[config.mk]
export PLATFORM = sky130hd
export DESIGN_NAME = cam_lru
export DESIGN_NICKNAME = d
export VERILOG_FILES = /design/src/rtl/cam_lru_pkg.sv /design/src/rtl/cam_lru_age.sv /design/src/rtl/cam_lru.sv
export SDC_FILE = /design/constraint.sdc
export NUM_CORES = 1
export LEC_CHECK = 0
export CORE_MARGIN = 10
export CORE_UTILIZATION = 60
export CTS_CLUSTER_SIZE = 10
export DETAILED_ROUTE_END_ITERATION = 12
export GPL_TIMING_DRIVEN = 0
export PLACE_DENSITY = 0.85
export SLEW_MARGIN = 20
export SYNTH_ARGS = -nofsm -noshare
export SYNTH_HDL_FRONTEND = slang
export SYNTH_SLANG_ARGS = --single-unit
[constraint.sdc]
create_clock -name clk -period 10.56 [get_ports clk]
set_input_delay 2.112 -clock clk [delete_from_list [all_inputs] [get_ports clk]]
set_output_delay 2.112 -clock clk [all_outputs]
set_load 0.005 [all_outputs]
[src/rtl/cam_lru_pkg.sv]
// Shared types for the cam_lru tag store.
//   cam_op_t    : request opcode carried on req_op
//   cam_state_t : control FSM states (idle / flush sweep)
package cam_pkg;

    typedef enum logic [1:0] {
        OP_LOOKUP = 2'd0,
        OP_FILL   = 2'd1,
        OP_INVAL  = 2'd2,
        OP_FLUSH  = 2'd3
    } cam_op_t;

    typedef enum logic {
        S_IDLE  = 1'b0,
        S_FLUSH = 1'b1
    } cam_state_t;

endpackage

[src/rtl/cam_lru_age.sv]
// LRU age tracker for cam_lru. Each entry carries an age; the ages always form
// a permutation of 0..WORDS-1, 0 = most recently used, WORDS-1 = oldest.
// Ports:
//   clk, rst    : clock, synchronous active-high reset (ages reset to age[i]=i)
//   touch_en    : mark touch_idx as most recently used this cycle
//   touch_idx   : entry being touched
//   victim_idx  : entry holding the maximum age (replacement candidate)
module cam_lru_age #(
    parameter int WORDS = 8,
    parameter int IDX_W = $clog2(WORDS)
) (
    input  logic             clk,
    input  logic             rst,
    input  logic             touch_en,
    input  logic [IDX_W-1:0] touch_idx,
    output logic [IDX_W-1:0] victim_idx
);

    logic [IDX_W-1:0] age [WORDS];

    // Touch: everything younger than the touched entry ages by one, the touched
    // entry becomes youngest. Older entries keep their age, so the set stays a
    // permutation.
    always_ff @(posedge clk) begin
        if (rst) begin
            for (int i = 0; i < WORDS; i++) begin
                age[i] <= IDX_W'(i);
            end
        end else if (touch_en) begin
            for (int i = 0; i < WORDS; i++) begin
                if (IDX_W'(i) == touch_idx) begin
                    age[i] <= '0;
                end else if (age[i] < age[touch_idx]) begin
                    age[i] <= age[i] + 1'b1;
                end
            end
        end
    end

    always_comb begin
        victim_idx = '0;
        for (int i = 0; i < WORDS; i++) begin
            if (age[i] == IDX_W'(WORDS - 1)) begin
                victim_idx = IDX_W'(i);
            end
        end
    end

endmodule

[src/rtl/cam_lru.sv]
// Fully-associative tag/data store with LRU replacement.
// One request per cycle on a valid/ready port; lookup/fill/inval respond with a
// registered one-cycle strobe the cycle after acceptance. Flush sweeps the valid
// bits one entry per cycle and responds when the sweep completes.
// Ports:
//   clk, rst            : clock, synchronous active-high reset
//   req_valid/req_ready : request handshake (ready low during flush and reset)
//   req_op              : cam_op_t opcode
//   req_tag, req_data   : tag to match/write, fill data
//   rsp_valid           : one-cycle response strobe
//   rsp_hit             : tag was present
//   rsp_data            : matched data on lookup hit, else 0
//   rsp_index           : entry matched or written
//   rsp_evict           : fill replaced a valid entry holding another tag
//   occupancy           : number of valid entries
module cam_lru import cam_pkg::*; #(
    parameter  int WORDS  = 8,
    parameter  int BITS   = 8,
    parameter  int TAG_SZ = 8,
    localparam int IDX_W  = $clog2(WORDS)
) (
    input  logic              clk,
    input  logic              rst,
    input  logic              req_valid,
    output logic              req_ready,
    input  logic [1:0]        req_op,
    input  logic [TAG_SZ-1:0] req_tag,
    input  logic [BITS-1:0]   req_data,
    output logic              rsp_valid,
    output logic              rsp_hit,
    output logic [BITS-1:0]   rsp_data,
    output logic [IDX_W-1:0]  rsp_index,
    output logic              rsp_evict,
    output logic [IDX_W:0]    occupancy
);

    logic [BITS-1:0]   data_mem [WORDS];
    logic [TAG_SZ-1:0] tag_mem  [WORDS];
    logic [WORDS-1:0]  val_mem;
    logic [WORDS-1:0]  val_nxt;

    cam_state_t        state;
    cam_state_t        state_nxt;
    logic [IDX_W-1:0]  flush_cnt;
    logic              flush_done;

    cam_op_t           op;
    logic              accept;
    logic              hit;
    logic [IDX_W-1:0]  hit_idx;
    logic              has_free;
    logic [IDX_W-1:0]  free_idx;
    logic [IDX_W-1:0]  victim_idx;
    logic [IDX_W-1:0]  fill_idx;
    logic              wr_en;
    logic              touch_en;
    logic [IDX_W-1:0]  touch_idx;

    function automatic logic [IDX_W:0] popcount(input logic [WORDS-1:0] v);
        logic [IDX_W:0] n;
        n = '0;
        for (int i = 0; i < WORDS; i++) begin
            n = n + (IDX_W+1)'(v[i]);
        end
        return n;
    endfunction

    assign op     = cam_op_t'(req_op);
    assign accept = req_valid && req_ready;

    // Descending scans so the lowest matching / free index is the one kept.
    always_comb begin
        hit      = 1'b0;
        hit_idx  = '0;
        has_free = 1'b0;
        free_idx = '0;
        for (int i = WORDS - 1; i >= 0; i--) begin
            if (val_mem[i] && (tag_mem[i] == req_tag)) begin
                hit     = 1'b1;
                hit_idx = IDX_W'(i);
            end
            if (!val_mem[i]) begin
                has_free = 1'b1;
                free_idx = IDX_W'(i);
            end
        end
    end

    cam_lru_age #(
        .WORDS (WORDS),
        .IDX_W (IDX_W)
    ) u_age (
        .clk        (clk),
        .rst        (rst),
        .touch_en   (touch_en),
        .touch_idx  (touch_idx),
        .victim_idx (victim_idx)
    );

    // Fill target: existing tag in place, else first empty slot, else LRU victim.
    assign fill_idx = hit      ? hit_idx  :
                      has_free ? free_idx : victim_idx;

    always_comb begin
        state_nxt  = state;
        req_ready  = 1'b0;
        flush_done = 1'b0;
        case (state)
            S_IDLE: begin
                req_ready = !rst;
                if (accept && (op == OP_FLUSH)) begin
                    state_nxt = S_FLUSH;
                end
            end
            S_FLUSH: begin
                if (flush_cnt == IDX_W'(WORDS - 1)) begin
                    flush_done = 1'b1;
                    state_nxt  = S_IDLE;
                end
            end
            default: state_nxt = S_IDLE;
        endcase
    end

    always_comb begin
        val_nxt   = val_mem;
        wr_en     = 1'b0;
        touch_en  = 1'b0;
        touch_idx = '0;
        if (state == S_FLUSH) begin
            val_nxt[flush_cnt] = 1'b0;
        end else if (accept) begin
            case (op)
                OP_LOOKUP: begin
                    touch_en  = hit;
                    touch_idx = hit_idx;
                end
                OP_FILL: begin
                    wr_en             = 1'b1;
                    val_nxt[fill_idx] = 1'b1;
                    touch_en          = 1'b1;
                    touch_idx         = fill_idx;
                end
                OP_INVAL: begin
                    if (hit) begin
                        val_nxt[hit_idx] = 1'b0;
                    end
                end
                default: ;
            endcase
        end
    end

    always_ff @(posedge clk) begin
        if (rst) begin
            state     <= S_IDLE;
            flush_cnt <= '0;
            val_mem   <= '0;
            occupancy <= '0;
            rsp_valid <= 1'b0;
            rsp_hit   <= 1'b0;
            rsp_data  <= '0;
            rsp_index <= '0;
            rsp_evict <= 1'b0;
            for (int i = 0; i < WORDS; i++) begin
                data_mem[i] <= '0;
                tag_mem[i]  <= '0;
            end
        end else begin
            state     <= state_nxt;
            val_mem   <= val_nxt;
            occupancy <= popcount(val_nxt);
            rsp_valid <= 1'b0;
            // Counter wraps to 0 on the last sweep step, ready for the next flush.
            flush_cnt <= (state == S_FLUSH) ? flush_cnt + 1'b1 : '0;

            if (wr_en) begin
                tag_mem[fill_idx]  <= req_tag;
                data_mem[fill_idx] <= req_data;
            end

            if (flush_done) begin
                rsp_valid <= 1'b1;
                rsp_hit   <= 1'b0;
                rsp_data  <= '0;
                rsp_index <= '0;
                rsp_evict <= 1'b0;
            end else if (accept && (op != OP_FLUSH)) begin
                rsp_valid <= 1'b1;
                rsp_hit   <= hit;
                rsp_data  <= '0;
                rsp_index <= hit ? hit_idx : '0;
                rsp_evict <= 1'b0;
                case (op)
                    OP_LOOKUP: rsp_data <= hit ? data_mem[hit_idx] : '0;
                    OP_FILL: begin
                        rsp_index <= fill_idx;
                        rsp_evict <= !hit && !has_free;
                    end
                    default: ;
                endcase
            end
        end
    end

endmodule

# After elaboration in Yosys (flattened, before gate mapping)
# Memory sizes are Yosys's and may differ from the RTL's.
# Cells that the tools add are included.
[word_totals] mem_bits_rw=152 input_bits=21 romBits=0 mem_count=3 regBits=30 latch_bits=0 wordCells=287
[mem_list] name="data_mem" words=8 width=8 rd=1 rd_clocked_by_memory_dff=0 write_ports=8 line="cam_lru.sv:37" source="logic [BITS-1:0] data_mem [WORDS];"
[mem_list] name="tag_mem" words=8 width=8 rd=8 rd_clocked_by_memory_dff=0 write_ports=8 line="cam_lru.sv:38" source="logic [TAG_SZ-1:0] tag_mem [WORDS];"
[mem_list] name="u_age.age" words=8 width=3 rd=9 rd_clocked_by_memory_dff=0 write_ports=8 line="cam_lru_age.sv:19" source="logic [IDX_W-1:0] age [WORDS];"
[op_classes] div=0 reduce_logical=24 n_lt_le_gt_ge=14 addsub=16 n_mux=172 n_eq_ne=27 shift=0 n_bitwise=22 mul=0
[op_table] operator="2-to-1 mux 3 bit" n=44
[op_table] operator="2-to-1 mux 1 bit" n=112
[op_table] operator="== test 8 bit" n=8
[op_table] operator="2-to-1 mux 8 bit" n=7
[op_table] operator="adder 3 x 1 -> 3 bit (second input constant)" n=9
[op_table] operator="== test 3 bit (second input constant)" n=8
[op_table] operator="less-than comparator 3 bit" n=8
[op_table] operator="adder 4 x 1 -> 4 bit" n=4
[op_table] operator="bitwise AND 8 bit" n=2
[op_table] operator="inverter 8 bit" n=2
[op_table] operator="bitwise OR 1 bit" n=16
[op_table] operator="one-hot mux 8 bit (2 select lines)" n=1
[op_table] operator="OR reduction 8 bit" n=2
[op_table] operator="logical AND 1 bit" n=15
[op_table] operator="== test 3 bit (first input constant)" n=4
[op_table] operator="less-than comparator 3 x 4 -> 1 bit (second input constant)" n=3
[op_table] operator="demux 1 bit (select 3 bit)" n=3
[op_table] operator=">= comparator 3 x 1 -> 1 bit (second input constant)" n=3
[op_table] operator="bitwise OR 8 bit" n=1
[op_table] operator="== test 2 x 3 -> 1 bit (first input constant)" n=2
[op_table] operator="one-hot mux 3 bit (2 select lines)" n=1
[op_table] operator="adder 3 x 1 -> 4 bit" n=1
[op_table] operator="== test 2 bit (second input constant)" n=2
[op_table] operator="2-to-1 mux 2 bit" n=2
[op_table] operator="11 further kinds" n=15

# Logic depth before layout (Yosys ltp)
# An unclocked memory read counts as a cell.
[depth] ltp_word=28 mapped_depth=23 depth_no_buf=22

# Cells and area by module
# Synthesis repeated with hierarchy kept, for this count alone.
[hier_totals] hier_cells=900 area_unflattened_um2=10136.0
[modules_own_cells] mod="cam_lru" seq_area_each_um2=4444.3 n_inst=1 cells_per_inst=706 area_per_inst_um2=8075.2
[modules_own_cells] mod="cam_lru_age" seq_area_each_um2=720.7 n_inst=1 cells_per_inst=194 area_per_inst_um2=2060.7

# Least setup slack after synthesis
# No wires, ideal clock.
[synth_timing] kind="input to register" start="input req_tag[5]" end="register occupancy[2]" t_arrival_ns=6.171 path_stages=22 required_time_ns=10.432 slack_ns=4.261 cell_sequence="buf_4 -> xor2_1 -> nor4_1 -> nand4_1 -> nand2b_1 -> buf_2 -> inv_1 -> nor2_1 -> nand2_1 -> nand2_1 -> nand2_1 -> a32o_1 -> fa_1 -> inv_1 -> fa_1 -> fa_1 -> inv_1 -> ha_1 -> inv_1 -> fa_1 -> xor2_1 -> nor2_1"
[synth_lines] item="start: declaration" line="cam_lru.sv:27" source="input logic [TAG_SZ-1:0] req_tag,"
[synth_lines] item="== test 8 bit" line="cam_lru.sv:78" source="if (val_mem[i] && (tag_mem[i] == req_tag)) begin"
[synth_lines] item="logical AND 1 bit" line="cam_lru.sv:78"
[synth_lines] item="2-to-1 mux 3 bit (8 in series)" line="cam_lru.sv:78"
[synth_lines] item="less-than comparator 3 x 4 -> 1 bit (not written as such) / >= comparator 3 x 1 -> 1 bit (equally long branches)" line="cam_lru.sv:146" source="val_nxt[hit_idx] = 1'b0;"
[synth_lines] item="logical AND 1 bit (not written as such)" line="cam_lru.sv:146"
[synth_lines] item="2-to-1 mux 1 bit (not written as such)" line="cam_lru.sv:146"
[synth_lines] item="demux 1 bit (select 3 bit)" line="cam_lru.sv:146"
[synth_lines] item="inverter 8 bit (no source line)"
[synth_lines] item="bitwise AND 8 bit (no source line)"
[synth_lines] item="2-to-1 mux 8 bit" line="cam_lru.sv:145" source="if (hit) begin"
[synth_lines] item="one-hot mux 8 bit (2 select lines) (*)" line="cam_lru.sv:133" source="case (op)"
[synth_lines] item="2-to-1 mux 8 bit (*)" line="cam_lru.sv:132" source="end else if (accept) begin"
[synth_lines] item="2-to-1 mux 8 bit (*)" line="cam_lru.sv:130" source="if (state == S_FLUSH) begin"
[synth_lines] item="via val_nxt[3]" line="cam_lru.sv:40" source="logic [WORDS-1:0] val_nxt;"
[synth_lines] item="adder 3 x 1 -> 4 bit (*)" line="cam_lru.sv:63" source="n = n + (IDX_W+1)'(v[i]);"
[synth_lines] item="adder 4 x 1 -> 4 bit (*) (4 in series)" line="cam_lru.sv:63"
[synth_lines] item="end signal: assignment" line="cam_lru.sv:172" source="occupancy <= popcount(val_nxt);"
[synth_lines] item="end: declaration" line="cam_lru.sv:34" source="output logic [IDX_W:0] occupancy"
# Mark *: on every way through the listed nets, which the timed path passes. The rest lies on a longest branch.
# A chain may end at the register's enable or synchronous reset.

==> run metrics <==
vias per cell=6.15; Die ar.=22200 um^2; FF-to-FF path depth=20; Post-Route Setup TNS=0 ns; clock skew=0.00913 ns; Critical Path AT=6.85 ns; Leak Pwr=4.18 nW; Crit. End Element=flop; IO Port Bufs=31; hold path depth=2; status=completed; worst min-delay path class=reg -> reg; Register Area=5160 um^2; DRC viols=0; CTS tree=built; DRT iter0 DRCs=723; worst-path fanout max=8; final critical-path required period=6.70 ns; Root Buffer=clkbuf_16; # setup viols final=0; Post-CTS Hold Fix Bufs=0; Async S/R FF share, synth=0%; dominant synthesized flop cell=edfxtp_1; Post-DRT Antenna Nets=0; syn_area_per_cell=10.9 um^2; total gr overflow=0; RSZ-0062 raised after global routing=false; cell taking the most area after synthesis=edfxtp_1; Fin. Hold Viols=0; hold endpoint=rsp_index[1]; area share of the largest cell type after synthesis=45.6%; Initial DRT Pass Iterations=5; htree depth=4; routed wire length=24500 um; #FFs+latches synth=182; register area share after synthesis=51.7%; initial core utilization=60.7%; area occupied by multi-input gates=4530 um^2; Die Span X=149 um; largest net degree at the start of global routing=19; area grow syn2layout=13.0%; Routed WL per cell=20.2 um; via count of the routed design=7439; CP required=10.71 ns; clock slew at the register clock pins of the worst setup and hold paths=0.07 ns; # fillers=1204; Die Y=149 um; Worst-Margin Slew=0.840 ns; diode count=0; Rows=47; synth warn=0; Setup Crit Path Kind=in -> reg; Rel. slew slack=44.0%; total track usage=22.4%; MaxCap Viol Count=0; Reg2Reg Setup Slack=5.27 ns; initial antenna violation count=0; Netlist cell types=78; Peak Freq=149 MHz; top cells by area, synth=edfxtp_1, and2_1, dfxtp_1; crit path launch type=input port; min-delay src=rsp_index[1]; core outline area=16500 um^2; FF-to-FF End=occupancy[2]; synthesized area=10000 um^2; vias in the first global route=7394; Post-synth EDFFs=152; global-route wire length before repair=38900 um; dpl hpwl=17600 um; Gates resized, CTS repair=0; gpl congestion=0.950; R2R Path Start=u_age.age[4][0]; PnR Total Power=1.56 mW; syn nets=984; most frequent cells in the layout=edfxtp_1, and2_1, nor2_1; fraction of layout cells with a size suffix above 1=9.80%; P per Cell Area=138 nW/um^2; most common cell after layout, fill and taps aside=edfxtp_1; clk sinks=182; Final nets=1042; clk_lat worst skew=0.44 ns; I/O pin count=40; fin crit share=63.4%; TritonCTS Buffers=17; Mapped Cells=919; CTS max path bufs=2; Slew Viols, Final=0; postcts setup bufs=0; Max IR drop VDD=0.126 mV
[metrics by stage]
step	hold WS, ns	worst slack [ns]	utilization (%)	cells	cell area, um^2
2_1_floorplan	0.448	4.26	-	919	10000
3_3_place_gp	0.441	3.26	64.3	1170	10600
5_1_grt	0.477	3.62	68.6	1210	11300
4_1_cts	0.458	3.93	68.6	1210	11300
6_report	0.455	3.86	68.6	1210	11300
3_5_place_dp	0.447	3.49	65.0	1178	10700
[power by group]
group | leakage (nW) | internal (mW) | switching (mW) | total (mW)
combinational | 2.10 | 0.0452 | 0.0727 | 0.118
sequential | 1.79 | 0.797 | 0.0117 | 0.809
clock | 0.281 | 0.336 | 0.299 | 0.635
total | 4.18 | 1.18 | 0.384 | 1.56
[kinds of logic (layout without fill, tap and decap cells)]
family	after synthesis	after routing	synth area share [%]
compound gates	166	166	11.8
fa+ha+maj	44	44	5.81
buf+inv	68	139	3.33
simple gates	379	379	20.2
flops	182	182	51.7
mux	14	14	1.48
xor+xnor	66	66	5.78
[area by class of cell]
type                       count  area share (%)
timing repair buffer          39            3.58
sequential                   182            45.7
tap                          220            2.44
multi-input combinational    669            40.1
buffer                        46            2.22
clock buffer                  18            3.80
inverter                      22           0.731
clock inverter                14            1.38
[synth_stat cells, types with 6 or more instances]
| master | instances |
|---|---|
| mux2i_1 | 11 |
| nor4_1 | 6 |
| nor2_1 | 75 |
| o22ai_1 | 18 |
| dfxtp_1 | 30 |
| edfxtp_1 | 152 |
| inv_1 | 22 |
| and3_1 | 7 |
| clkbuf_1 | 23 |
| xor2_1 | 24 |
| nand3_1 | 25 |
| a21oi_1 | 31 |
| xnor2_1 | 42 |
| nand4_1 | 14 |
| nand2_1 | 72 |
| o2111ai_1 | 8 |
| o21ai_0 | 33 |
| buf_4 | 12 |
| and2_1 | 135 |
| buf_2 | 7 |
| nor3_1 | 15 |
| ha_1 | 40 |
| a31oi_1 | 12 |
[layer usage]
layer	global-route usage (%)	share of wire, %	vias to the layer above
met5	0	0	-
met4	8.64	2.5	0
li1	-	-	3443
met2	38.2	50	365
met1	27.9	39	3577
met3	3.82	8.3	54
[worst max-delay path: stages]
cell       delay, ns
buf_4           0.16
xor2_1          0.17
nor4_1          0.37
nand4_1         0.26
a21oi_1         0.24
o21a_1          0.13
o21ai_1         0.11
and2_1          0.25
a21oi_2         0.43
mux2_2          0.41
o22ai_1         0.16
o211ai_1        0.13
o21ai_1         0.49
ha_1            0.41
a2111oi_1       0.70
a221o_1         0.33
[how the worst max path moves through the flow]
stage	start	end	slack (ns)
2_1_floorplan	req_tag[5]	occupancy[2]	4.26
3_3_place_gp	req_tag[4]	u_age.age[0][1]	3.26
3_5_place_dp	req_tag[5]	occupancy[2]	3.49
4_1_cts	req_tag[0]	occupancy[2]	3.93
5_1_grt	req_tag[2]	occupancy[2]	3.62
6_report	req_tag[2]	u_age.age[0][0]	3.86
[sequential cells by signal, summed over array words and instances, names as in the netlist]
register,flops
rsp_valid,1
u_age.age,24
rsp_index,3
data_mem,64
rsp_data,8
flush_cnt,3
val_mem,8
rsp_hit,1
tag_mem,64
rsp_evict,1
state,1
occupancy,4
No activity file was read; power rests on OpenSTA's default activity.
